**config.mk**
```make
export PLATFORM = sky130hd
export DESIGN_NAME = source_packetizer
export DESIGN_NICKNAME = d
export VERILOG_FILES = /design/src/rtl/source_packetizer.sv
export SDC_FILE = /design/constraint.sdc
export NUM_CORES = 1
export LEC_CHECK = 0
export CAP_MARGIN = 40
export CORE_ASPECT_RATIO = 1.4
export CORE_MARGIN = 4
export CORE_UTILIZATION = 45
export DETAILED_ROUTE_END_ITERATION = 6
export PLACE_DENSITY = 0.73
export SYNTH_ARGS = -nofsm -noshare
export SYNTH_HDL_FRONTEND = slang
export SYNTH_SLANG_ARGS = --single-unit
```
**constraint.sdc**
```tcl
create_clock -name clk -period 3.3 [get_ports clk]
set_clock_uncertainty 0.2 [all_clocks]
set_input_delay 0.825 -clock clk [delete_from_list [all_inputs] [get_ports clk]]
set_output_delay 0.825 -clock clk [all_outputs]
set_load 0.01 [all_outputs]
```
**src/rtl/source_packetizer.sv**
```systemverilog
// rtl/source_packetizer.sv - header/port/stamp/payload flit packetizer; optional SOURCE_PKT_CHECKSUM_EN tail checksum
module source_packetizer #(
    parameter int FLIT_DATA_WIDTH = 32,
    parameter int FLIT_TYPE_WIDTH = 2,
    parameter int VCHANNELS       = 2,
    parameter int MSG_LEN_WIDTH   = 10,
    parameter int BASE_ADDR       = 40,
    localparam int VC_W           = (VCHANNELS > 1) ? $clog2(VCHANNELS) : 1,
    localparam int FLIT_W         = FLIT_DATA_WIDTH + FLIT_TYPE_WIDTH,
    localparam int ADDR_W         = MSG_LEN_WIDTH + 8
) (
    input  logic                       clk,
    input  logic                       rst_source,
    input  logic                       i_trigger,
    input  logic [VC_W-1:0]            i_vc,
    input  logic [MSG_LEN_WIDTH-1:0]   msglen,
    input  logic [FLIT_DATA_WIDTH-5:0] routing_opcode,
    input  logic [3:0]                 Tx_Traffic_id,
    input  logic [7:0]                 Dest_port_id,
    input  logic [63:0]                GTB,
    output logic                       out_rd_en,
    output logic [ADDR_W-1:0]          out_rd_addr,
    input  logic [FLIT_DATA_WIDTH-1:0] i_source_data_in,
    output logic [FLIT_W-1:0]          flit,
    output logic [VCHANNELS-1:0]       valid,
    input  logic [VCHANNELS-1:0]       ready,
    output logic                       busy,
    output logic                       done,
    output logic [31:0]                count
);

    localparam logic [2:0] S_IDLE    = 3'd0;
    localparam logic [2:0] S_HDR     = 3'd1;
    localparam logic [2:0] S_PORT    = 3'd2;
    localparam logic [2:0] S_STAMP   = 3'd3;
    localparam logic [2:0] S_PAYLOAD = 3'd4;
`ifdef SOURCE_PKT_CHECKSUM_EN
    localparam logic [2:0] S_CKSUM   = 3'd5;
`endif

    localparam logic [FLIT_TYPE_WIDTH-1:0] T_HDR  = FLIT_TYPE_WIDTH'(1);
    localparam logic [FLIT_TYPE_WIDTH-1:0] T_BODY = FLIT_TYPE_WIDTH'(0);
    localparam logic [FLIT_TYPE_WIDTH-1:0] T_TAIL = FLIT_TYPE_WIDTH'(2);

    logic [2:0]                 state_q, state_d;
    logic [VC_W-1:0]            vc_q, vc_d;
    logic [MSG_LEN_WIDTH-1:0]   len_q, len_d;
    logic [FLIT_DATA_WIDTH-1:0] stamp_q, stamp_d;
    logic [FLIT_W-1:0]          flit_q, flit_d;
    logic                       ovalid_q, ovalid_d;
    logic                       last_q, last_d;
    logic [31:0]                count_q, count_d;
    logic                       done_q, done_d;
    logic                       rd_en_q, rd_en_d;
    logic [ADDR_W-1:0]          rd_addr_q, rd_addr_d;
    logic [MSG_LEN_WIDTH-1:0]   rd_idx_q, rd_idx_d;
    logic [MSG_LEN_WIDTH-1:0]   ld_idx_q, ld_idx_d;
    logic                       pend_q, pend_d;
    logic [FLIT_DATA_WIDTH-1:0] buf_q [2];
    logic [FLIT_DATA_WIDTH-1:0] buf_d [2];
    logic                       buf_wp_q, buf_wp_d;
    logic                       buf_rp_q, buf_rp_d;
    logic [1:0]                 buf_cnt_q, buf_cnt_d;
`ifdef SOURCE_PKT_CHECKSUM_EN
    logic [FLIT_DATA_WIDTH-1:0] csum_q, csum_d;
`endif

    logic                       xfer;
    logic                       avail;
    logic [FLIT_DATA_WIDTH-1:0] head;
    logic                       want_load;
    logic                       pop;
    logic                       read_phase;
    logic [2:0]                 occ;
    logic                       issue;
    logic                       buf_wr;
    logic                       buf_pop;
    logic                       unused_gtb;

    assign unused_gtb = ^{GTB[63:FLIT_DATA_WIDTH+6], GTB[5:0]};

    assign xfer  = ovalid_q & ready[vc_q];
    // Payload comes from the buffer head, or straight off the read bus when the buffer is empty
    assign avail = (buf_cnt_q != 2'd0) | pend_q;
    assign head  = (buf_cnt_q != 2'd0) ? buf_q[buf_rp_q] : i_source_data_in;

    assign want_load = ((state_q == S_STAMP) & xfer) |
                       ((state_q == S_PAYLOAD) & (~ovalid_q | (xfer & ~last_q)));
    assign pop       = want_load & avail;
    assign buf_wr    = pend_q & ~(pop & (buf_cnt_q == 2'd0));
    assign buf_pop   = pop & (buf_cnt_q != 2'd0);

    // Reads start once the header leaves; a word popped this cycle frees its slot immediately,
    // which is what keeps the payload back-to-back with only two slots of storage
    assign read_phase = ((state_q == S_HDR) & xfer) | (state_q == S_PORT) |
                        (state_q == S_STAMP) | (state_q == S_PAYLOAD);
    assign occ   = {1'b0, buf_cnt_q} + {2'b00, rd_en_q} + {2'b00, pend_q};
    assign issue = read_phase & (rd_idx_q < len_q) & (occ < (3'd2 + {2'b00, pop}));

    assign flit        = flit_q;
    assign valid       = ovalid_q ? (VCHANNELS'(1) << vc_q) : '0;
    assign busy        = (state_q != S_IDLE);
    assign done        = done_q;
    assign count       = count_q;
    assign out_rd_en   = rd_en_q;
    assign out_rd_addr = rd_addr_q;

    // Next-state: packet sequencing, payload buffer and read scheduling
    always_comb begin
        state_d   = state_q;
        vc_d      = vc_q;
        len_d     = len_q;
        stamp_d   = stamp_q;
        flit_d    = flit_q;
        ovalid_d  = ovalid_q;
        last_d    = last_q;
        done_d    = 1'b0;
        count_d   = count_q + {31'd0, xfer};
        rd_en_d   = issue;
        rd_addr_d = rd_addr_q;
        rd_idx_d  = rd_idx_q;
        ld_idx_d  = ld_idx_q;
        pend_d    = rd_en_q;
        buf_d     = buf_q;
        buf_wp_d  = buf_wp_q;
        buf_rp_d  = buf_rp_q;
        buf_cnt_d = buf_cnt_q + {1'b0, buf_wr} - {1'b0, buf_pop};
`ifdef SOURCE_PKT_CHECKSUM_EN
        csum_d    = csum_q;
`endif

        case (state_q)
            S_IDLE: begin
                if (i_trigger && (msglen != '0)) begin
                    state_d  = S_HDR;
                    vc_d     = i_vc;
                    len_d    = msglen;
                    stamp_d  = GTB[FLIT_DATA_WIDTH+5:6];
                    flit_d   = {T_HDR, Tx_Traffic_id, routing_opcode};
                    ovalid_d = 1'b1;
                    last_d   = 1'b0;
                    count_d  = '0;
                    rd_idx_d = '0;
                    ld_idx_d = '0;
`ifdef SOURCE_PKT_CHECKSUM_EN
                    csum_d   = '0;
`endif
                end
            end
            S_HDR: begin
                if (xfer) begin
                    state_d = S_PORT;
                    flit_d  = {T_BODY, {(FLIT_DATA_WIDTH-8){1'b0}}, Dest_port_id};
                end
            end
            S_PORT: begin
                if (xfer) begin
                    state_d = S_STAMP;
                    flit_d  = {T_BODY, stamp_q};
                end
            end
            S_STAMP: begin
                if (xfer) begin
                    state_d  = S_PAYLOAD;
                    ovalid_d = 1'b0;
                end
            end
            S_PAYLOAD: begin
                if (xfer) begin
                    if (last_q) begin
`ifdef SOURCE_PKT_CHECKSUM_EN
                        state_d = S_CKSUM;
                        flit_d  = {T_TAIL, csum_q};
`else
                        state_d  = S_IDLE;
                        ovalid_d = 1'b0;
                        done_d   = 1'b1;
                        flit_d   = '0;
`endif
                    end else begin
                        ovalid_d = 1'b0;
                    end
                end
            end
`ifdef SOURCE_PKT_CHECKSUM_EN
            S_CKSUM: begin
                if (xfer) begin
                    state_d  = S_IDLE;
                    ovalid_d = 1'b0;
                    done_d   = 1'b1;
                    flit_d   = '0;
                end
            end
`endif
            default: begin
                state_d  = S_IDLE;
                ovalid_d = 1'b0;
            end
        endcase

        if (pop) begin
`ifdef SOURCE_PKT_CHECKSUM_EN
            flit_d = {T_BODY, head};
            csum_d = csum_q ^ head;
`else
            flit_d = {(ld_idx_q == len_q - 1'b1) ? T_TAIL : T_BODY, head};
`endif
            last_d   = (ld_idx_q == len_q - 1'b1);
            ld_idx_d = ld_idx_q + 1'b1;
            ovalid_d = 1'b1;
        end

        if (issue) begin
            rd_addr_d = ADDR_W'(BASE_ADDR) + ADDR_W'(rd_idx_q);
            rd_idx_d  = rd_idx_q + 1'b1;
        end

        if (buf_wr) begin
            buf_d[buf_wp_q] = i_source_data_in;
            buf_wp_d        = ~buf_wp_q;
        end
        if (buf_pop) begin
            buf_rp_d = ~buf_rp_q;
        end
    end

    // State registers; reset aborts any packet and drops in-flight read data
    always_ff @(posedge clk) begin
        if (rst_source) begin
            state_q   <= S_IDLE;
            vc_q      <= '0;
            len_q     <= '0;
            stamp_q   <= '0;
            flit_q    <= '0;
            ovalid_q  <= 1'b0;
            last_q    <= 1'b0;
            count_q   <= '0;
            done_q    <= 1'b0;
            rd_en_q   <= 1'b0;
            rd_addr_q <= '0;
            rd_idx_q  <= '0;
            ld_idx_q  <= '0;
            pend_q    <= 1'b0;
            buf_q     <= '{default: '0};
            buf_wp_q  <= 1'b0;
            buf_rp_q  <= 1'b0;
            buf_cnt_q <= '0;
`ifdef SOURCE_PKT_CHECKSUM_EN
            csum_q    <= '0;
`endif
        end else begin
            state_q   <= state_d;
            vc_q      <= vc_d;
            len_q     <= len_d;
            stamp_q   <= stamp_d;
            flit_q    <= flit_d;
            ovalid_q  <= ovalid_d;
            last_q    <= last_d;
            count_q   <= count_d;
            done_q    <= done_d;
            rd_en_q   <= rd_en_d;
            rd_addr_q <= rd_addr_d;
            rd_idx_q  <= rd_idx_d;
            ld_idx_q  <= ld_idx_d;
            pend_q    <= pend_d;
            buf_q     <= buf_d;
            buf_wp_q  <= buf_wp_d;
            buf_rp_q  <= buf_rp_d;
            buf_cnt_q <= buf_cnt_d;
`ifdef SOURCE_PKT_CHECKSUM_EN
            csum_q    <= csum_d;
`endif
        end
    end

endmodule
```
==> impl_summary.log, run 1 <==
INFO  metric fin_crit_sh = 0.9561
INFO  metric routed_wl = 28270 µm
INFO  metric die-height = 186.3 µm
INFO  metric area_growth_syn_to_layout = 33.37%
INFO  metric ctsLongestPathBuffers = 3
INFO  metric tightestPinTransition = 863.7 ps
INFO  metric numPlacedInstances = 1781
INFO  metric crit_arrival = 2130 ps
INFO  metric final_layout_size_suffix_gt1_frac = 0.08887
INFO  metric hpwlAfterDp = 19600 µm
INFO  metric largest_net_degree_at_the_start_of_global_routing = 131
INFO  metric syn_area = 10210 µm²
INFO  metric cp_max_fo = 10
INFO  metric die_width = 135.3 µm
INFO  metric synth.most_common_cell = nand2_1
INFO  metric crit_slowest_cell = clkdlybuf4s50_1
INFO  metric fill_cells = 2033
INFO  metric drt_iter0_markers = 587
INFO  metric core = 22450 µm²
INFO  metric crit_path_max_incr_delay = 560 ps
INFO  metric asyncSetResetFlopFracSynth = 0
INFO  metric rsz_0062_raised_after_global_routing = no
INFO  metric ir_worst_vdd = 336.1 µV
INFO  metric port_buffers = 201
INFO  metric synth-seq-cells = 216
INFO  metric synthAdderAreaFrac = 0.02278
INFO  metric synth.yosys.seq_area_share = 0.4233
INFO  metric critical_path_required = 2270 ps
INFO  metric critical_path_s_most_frequent_cell = buf_4
INFO  metric cp_top_family = buffers and inverters
INFO  metric drv_slew = 0
INFO  metric setup.worst_path.start = state_q[0]$_SDFFE_PP0P_
INFO  metric multiInputGateArea = 5464 µm²
INFO  metric slew_headroom = 0.4242
INFO  metric final-seq-area = 4325 µm²
INFO  metric setup.worst_path.class = flop to output port
INFO  metric rrSetupSlack = 380 ps
INFO  metric timing.critical_path.buf_inv = 4
INFO  metric post_synth_num_cell_types = 64
INFO  metric htree_levels = 1
INFO  metric ctsRootBufferMaster = clkbuf_16
INFO  metric fin_worst_hold_slack = 253.1 ps
INFO  metric min-delay-start = buf_q[48]$_SDFFE_PP0P_
INFO  metric drc_errors_left = 0
INFO  metric drt_first_pass_iters = 4
INFO  metric clock_insertion_delay_worst_skew = 500 ps
INFO  metric routed-via-count = 9759
INFO  metric syn_area_per_cell = 7.851 µm²
INFO  metric track_usage = 0.2148
INFO  metric grt_first_pass_wirelength = 45620 µm
INFO  metric setup.worst_path.end_class = output port
INFO  metric synth_common_cells = nand2_1, dfxtp_1, nor2_1
INFO  metric combinational_family_with_the_most_area_after_synthesis = simple AND/OR/NAND/NOR gates
INFO  metric routabilityCongestion = 0.8583
INFO  metric boundaryPins = 241
INFO  metric synth_xor_area_frac = 0.04459
INFO  metric worst_setup_path_start_kind = flop
INFO  metric synthSimpleGateAreaFrac = 0.2422
INFO  metric synth_cells = 1301
INFO  metric hold_class = flop to flop
INFO  metric overflow = 0
INFO  metric cp_cell_sequence = buf_4 -> nor3_2 -> buf_4 -> inv_1 -> clkdlybuf4s50_1
INFO  metric cts_hold_repair.buffers = 0
INFO  metric synthDominantAreaCellType = dfxtp_1
INFO  metric initial_antenna_violation_count = 1
INFO  metric wl_per_cell = 15.53 µm
INFO  metric synth.area.mux_share = 0.03454
INFO  metric maxCapViolCount = 0
INFO  metric synthFlopType = dfxtp_1
INFO  metric finalCriticalPeriod = 3155 ps
INFO  metric placement_rows = 65
INFO  metric achievable-frequency = 0.3169 GHz
INFO  metric die_area = 25210 µm²
INFO  metric synth_enable_flop_cells = 0
INFO  metric p_per_area = 447.2 nW/µm²
INFO  metric numCtsBuffers = 22
INFO  metric synth-compound-area-share = 0.1809
INFO  metric worst_r2r_startpoint = state_q[1]$_SDFFE_PP0P_
INFO  metric clock_slew_seen_by_the_registers_of_the_worst_setup_and_hold_paths = 60 ps
INFO  metric yosys_warnings = 0
INFO  metric utilization = 0.6069
INFO  metric detail_route_antenna_nets = 0
INFO  metric final_nets = 1674
INFO  metric floorplan.initialDensity = 0.4551
INFO  metric cts.sink_count = 216
INFO  metric cell_types_with_the_largest_area_share_after_synthesis = dfxtp_1, nand2_1, a21oi_1, nor2_1, mux2i_1
INFO  metric hold_viol_final = 0
INFO  metric tritoncts_clock_tree = built
INFO  metric totalPowerFinal = 6.092 mW
INFO  metric number_of_global_route_vias_before_repair = 9428
INFO  metric leakagePower = 4.719 nW
INFO  metric via_per_inst = 5.359
INFO  metric setup_viol = 0
INFO  metric result_of_the_run = completed
INFO  metric post_route_non_filler_standard_cell_count = 1821
INFO  metric synthDominantCellAreaShare = 0.4233
placed cells by master, fill, tap and decap left out, types with 24 or more instances in the layout:
master	synthesis	final
nand3_1	24	24
a2111oi_0	24	24
nand2_1	259	259
dfxtp_1	216	215
o21ai_0	24	24
clkdlybuf4s50_1	0	200
mux2i_1	33	33
xor2_1	26	26
nor2_1	157	156
xnor2_1	26	26
a21oi_1	145	145
nor3_1	43	41
buf_4	7	61
a22oi_1	25	25
flip-flops by register name (all words and copies together) (netlist names):
signal       cells
buf_q           64
flit            34
count           32
stamp_q         32
out_rd_addr     11
ld_idx_q        10
len_q           10
rd_idx_q        10
state_q          3
buf_cnt_q        2
buf_rp_q         1
buf_wp_q         1
done             1
last_q           1
out_rd_en        1
ovalid_q         1
pend_q           1
vc_q             1
power by group:
| part | internal, mW | total [mW] | switching (mW) |
|---|---|---|---|
| combinational | 0.450 | 0.901 | 0.450 |
| sequential | 2.71 | 2.78 | 0.0725 |
| clock | 1.39 | 2.41 | 1.02 |
layer usage:
| metal | GRT usage | share of wire | vias to the layer above |
|---|---|---|---|
| li1 | - | - | 4901 |
| met1 | 0.2642 | 0.42 | 4521 |
| met2 | 0.3834 | 0.50 | 280 |
| met3 | 0.03471 | 0.055 | 55 |
| met4 | 0.07059 | 0.027 | 2 |
| met5 | 0 | 0.00046 | - |
per-stage QoR:
step | setup TNS (ps) | cell area [µm²] | setup WS, ps
floorplan | 0 | 10240 | 17.09
global placement | -27590 | 12910 | -424.0
detailed placement | -31150 | 12910 | -459.8
CTS | 0 | 13610 | 35.85
global route | 0 | 13620 | 7.236
finish | 0 | 13620 | 144.7
path summary, 6_finish.rpt:
path / endpoint / cells past startpoint
worst max register to register: flit[28]$_SDFFE_PP0P_ / 8
worst min-delay path: buf_q[48]$_SDFFE_PP0P_ / 2
worst min register to register: buf_q[48]$_SDFFE_PP0P_ / 2
worst max-delay path: busy / 5
tightest hold or removal path: stages, from the launching register on:
cell and delay [ps]:
dfxtp_1 310, nand2_1 50, a21oi_1 50
final cells by class:
class                   count  share of cell area
clock buffers              33             0.04868
inverters                  24            0.006613
diodes                      1           0.0001837
clock inverters             6            0.002847
repair buffers            272              0.1954
multi-input cells         968              0.4011
flip-flops and latches    216              0.3175
well taps                 301             0.02765
what timing repair did:
| action | in CTS | in global routing |
|---|---|---|
| setup buffers | 0 | 0 |
| gates resized for setup | 0 | 2 |
| endpoints found under the setup margin | 0 | 11 |
| hold endpoints to repair | 0 | 0 |
kinds of logic after synthesis:
group	count (synthesis)
muxes	35
adders and majority gates	18
xor gates and xnor gates	52
AOI/OAI and AO/OA	288
DFF	216
other	1
and+or+nand+nor	568
buffers and inverters	123
No activity file was read; power rests on OpenSTA's default activity.
==> run 2: changes to the inputs <==
--- a/config.mk
+++ b/config.mk
@@ -10,6 +10,7 @@
 export CORE_MARGIN = 4
 export CORE_UTILIZATION = 45
 export DETAILED_ROUTE_END_ITERATION = 6
+export HOLD_SLACK_MARGIN = 0.12
 export PLACE_DENSITY = 0.73
 export SYNTH_ARGS = -nofsm -noshare
 export SYNTH_HDL_FRONTEND = slang
==> results of run 2 <==
Final layout, timing and power as in run 1 (identical DEF).
==> run 3: changes to the inputs <==
--- a/config.mk
+++ b/config.mk
@@ -6,12 +6,11 @@
 export NUM_CORES = 1
 export LEC_CHECK = 0
 export CAP_MARGIN = 40
-export CORE_ASPECT_RATIO = 1.4
 export CORE_MARGIN = 4
-export CORE_UTILIZATION = 45
+export CORE_UTILIZATION = 50
 export DETAILED_ROUTE_END_ITERATION = 6
 export HOLD_SLACK_MARGIN = 0.12
-export PLACE_DENSITY = 0.73
+export PLACE_DENSITY = 0.77
 export SYNTH_ARGS = -nofsm -noshare
 export SYNTH_HDL_FRONTEND = slang
 export SYNTH_SLANG_ARGS = --single-unit
==> constraint.sdc (replaced) <==
create_clock -name clk -period 4 [get_ports clk]
set_clock_uncertainty 0.2 [all_clocks]
set_input_delay 1 -clock clk [delete_from_list [all_inputs] [get_ports clk]]
set_output_delay 1 -clock clk [all_outputs]
set_load 0.01 [all_outputs]
==> run 3 against run 2 <==
Sequential share of layout area increased by 0.78 points. Non-clock buffer count decreased by 41. Power decreased by 15%. Clock power decreased by 9.1%. Register-to-register slack improved by 450 ps. Cell area decreased by 2.4%. Hold slack got worse by 1.1 ps. Flip-flop and latch count unchanged. Critical path type unchanged.
==> impl_summary.log, run 3 (synthesis results as in run 1) <==
INFO  metric result_of_the_run = completed
INFO  metric finalCriticalPeriod = 3410 ps
INFO  metric routabilityCongestion = 0.8485
INFO  metric final_nets = 1635
INFO  metric worst_setup_path_start_kind = flop
INFO  metric number_of_global_route_vias_before_repair = 9127
INFO  metric clock_insertion_delay_worst_skew = 520 ps
INFO  metric cts_resized = 0
INFO  metric tightestPinTransition = 893.8 ps
INFO  metric grt_util_met1 = 0.3269
INFO  metric achievable-frequency = 0.2933 GHz
INFO  metric cp_max_fo = 27
INFO  metric hold_viol_final = 0
INFO  metric capture_point_of_the_worst_reg_to_reg_path = buf_q[29]$_SDFFE_PP0P_
INFO  metric ir_worst_vdd = 347.1 µV
INFO  metric wl_per_cell = 16.18 µm
INFO  metric boundaryPins = 241
INFO  metric core = 20170 µm²
INFO  metric largest_net_degree_at_the_start_of_global_routing = 116
INFO  metric rsz_0062_raised_after_global_routing = no
INFO  metric rrSetupSlack = 830 ps
INFO  metric registers.top_by_ff_count = buf_q
INFO  metric worst_r2r_startpoint = state_q[0]$_SDFFE_PP0P_
INFO  metric timing.hold.worst_endpoint = buf_q[33]$_SDFFE_PP0P_
INFO  metric largest_register_ffs = 64
INFO  metric numCtsBuffers = 24
INFO  metric area_growth_syn_to_layout = 30.18%
INFO  metric initial_antenna_violation_count = 1
INFO  metric routed_wl = 28310 µm
INFO  metric p_per_area = 391.1 nW/µm²
INFO  metric fin_crit_sh = 0.8524
INFO  metric die_width = 150.9 µm
INFO  metric cts_post_setup_buffers_inserted = 0
INFO  metric hpwlAfterDp = 18890 µm
INFO  metric holdPathStages = 2
INFO  metric grt_first_pass_wirelength = 45630 µm
INFO  metric floorplan.initialDensity = 0.5065
INFO  metric die_area = 22780 µm²
INFO  metric setup.worst_path.end_class = output port
INFO  metric drt_first_pass_iters = 7
INFO  metric critical_path_required = 2800 ps
INFO  metric mostFrequentLayoutCells = nand2_1, dfxtp_1, clkdlybuf4s50_1
INFO  metric htree_levels = 1
INFO  metric crit_arrival = 2210 ps
INFO  metric detail_route_antenna_nets = 0
INFO  metric setup_viol = 0
INFO  metric slew_headroom = 0.4041
INFO  metric drv_slew = 0
INFO  metric via_per_inst = 5.565
INFO  metric die-height = 150.9 µm
INFO  metric drt_iter0_markers = 633
INFO  metric globalRouteMet3Util = 0.04788
INFO  metric drc_errors_left = 0
INFO  metric groute.layer.met2.usage = 0.3972
INFO  metric ctsLongestPathBuffers = 3
INFO  metric placement_rows = 52
INFO  metric hold_class = flop to flop
INFO  metric ctsRootBufferMaster = clkbuf_16
INFO  metric final.setup.tns = 0 ps
INFO  metric tritoncts_clock_tree = built
INFO  metric setup.worst_path.start = state_q[2]$_SDFFE_PP0P_
INFO  metric mostFrequentLayoutCell = nand2_1
INFO  metric fin_worst_hold_slack = 252.0 ps
INFO  metric num_antenna_cells = 0
INFO  metric maxCapViolCount = 0
INFO  metric min-delay-start = buf_q[33]$_SDFFE_PP0P_
INFO  metric final_layout_size_suffix_gt1_frac = 0.06216
INFO  metric placed_cell_area = 12510 µm²
INFO  metric globalRoute.busiestLayer = met2
INFO  metric postLayoutCellArea = 13300 µm²
INFO  metric cts.sink_count = 216
INFO  metric utilization = 0.6593
INFO  metric cts_hold_repair.buffers = 0
INFO  metric leakagePower = 4.553 nW
INFO  metric port_buffers = 201
INFO  metric track_usage = 0.2415
INFO  metric overflow = 0
INFO  metric clock_slew_seen_by_the_registers_of_the_worst_setup_and_hold_paths = 50 ps
INFO  metric setup.worst_path.class = flop to output port
INFO  metric routed-via-count = 9739
INFO  metric worst_r2r_path_depth = 8
==> run 3: layout make-up <==
class	count	area, µm²
multi-input combinational	968	5451
timing repair buffer	231	2308
sequential	216	4325
fill	1733	6872
clock buffer	36	695.7
inverter	24	90.09
tap	270	337.8
clock inverter	5	88.84
==> run 3: worst max path at each step <==
stage / cells past startpoint / slack (ps) / end
CTS: 4 / 570 / busy
detailed placement: 8 / 140 / flit[13]$_SDFFE_PP0P_
floorplan: 12 / 490 / count[16]$_SDFF_PP0_
global placement: 8 / 200 / flit[5]$_SDFFE_PP0P_
global route: 11 / 430 / count[16]$_SDFF_PP0_
finish: 4 / 590 / busy
==> run 3: worst max-delay path: stages, from the launching register on <==
cell,delay (ps)
dfxtp_1,360
buf_4,240
nor3_1,390
inv_1,150
clkdlybuf4s50_1,550
==> run 3: routing by layer <==
metal  vias up  wire (µm)  share of wire
met4         2        589          0.021
met2       338      13010           0.46
met1      4542      12470           0.44
met5         -         11        0.00039
met3        47       2228          0.079
li1       4810          -              -
==> run 3: through the flow <==
stage	std cells	total power [mW]	worst slack, ps
2_1_floorplan	1307	2.699	489.3
3_3_place_gp	1707	3.034	195.2
3_5_place_dp	1709	3.048	137.4
4_1_cts	1750	5.241	566.2
5_1_grt	1750	5.398	427.8
6_report	1750	5.201	590.3
==> run 3: power by group <==
part	switching (mW)	internal [mW]	total, mW
Combinational	0.366	0.345	0.711
Sequential	0.0614	2.24	2.30
Clock	0.868	1.33	2.19
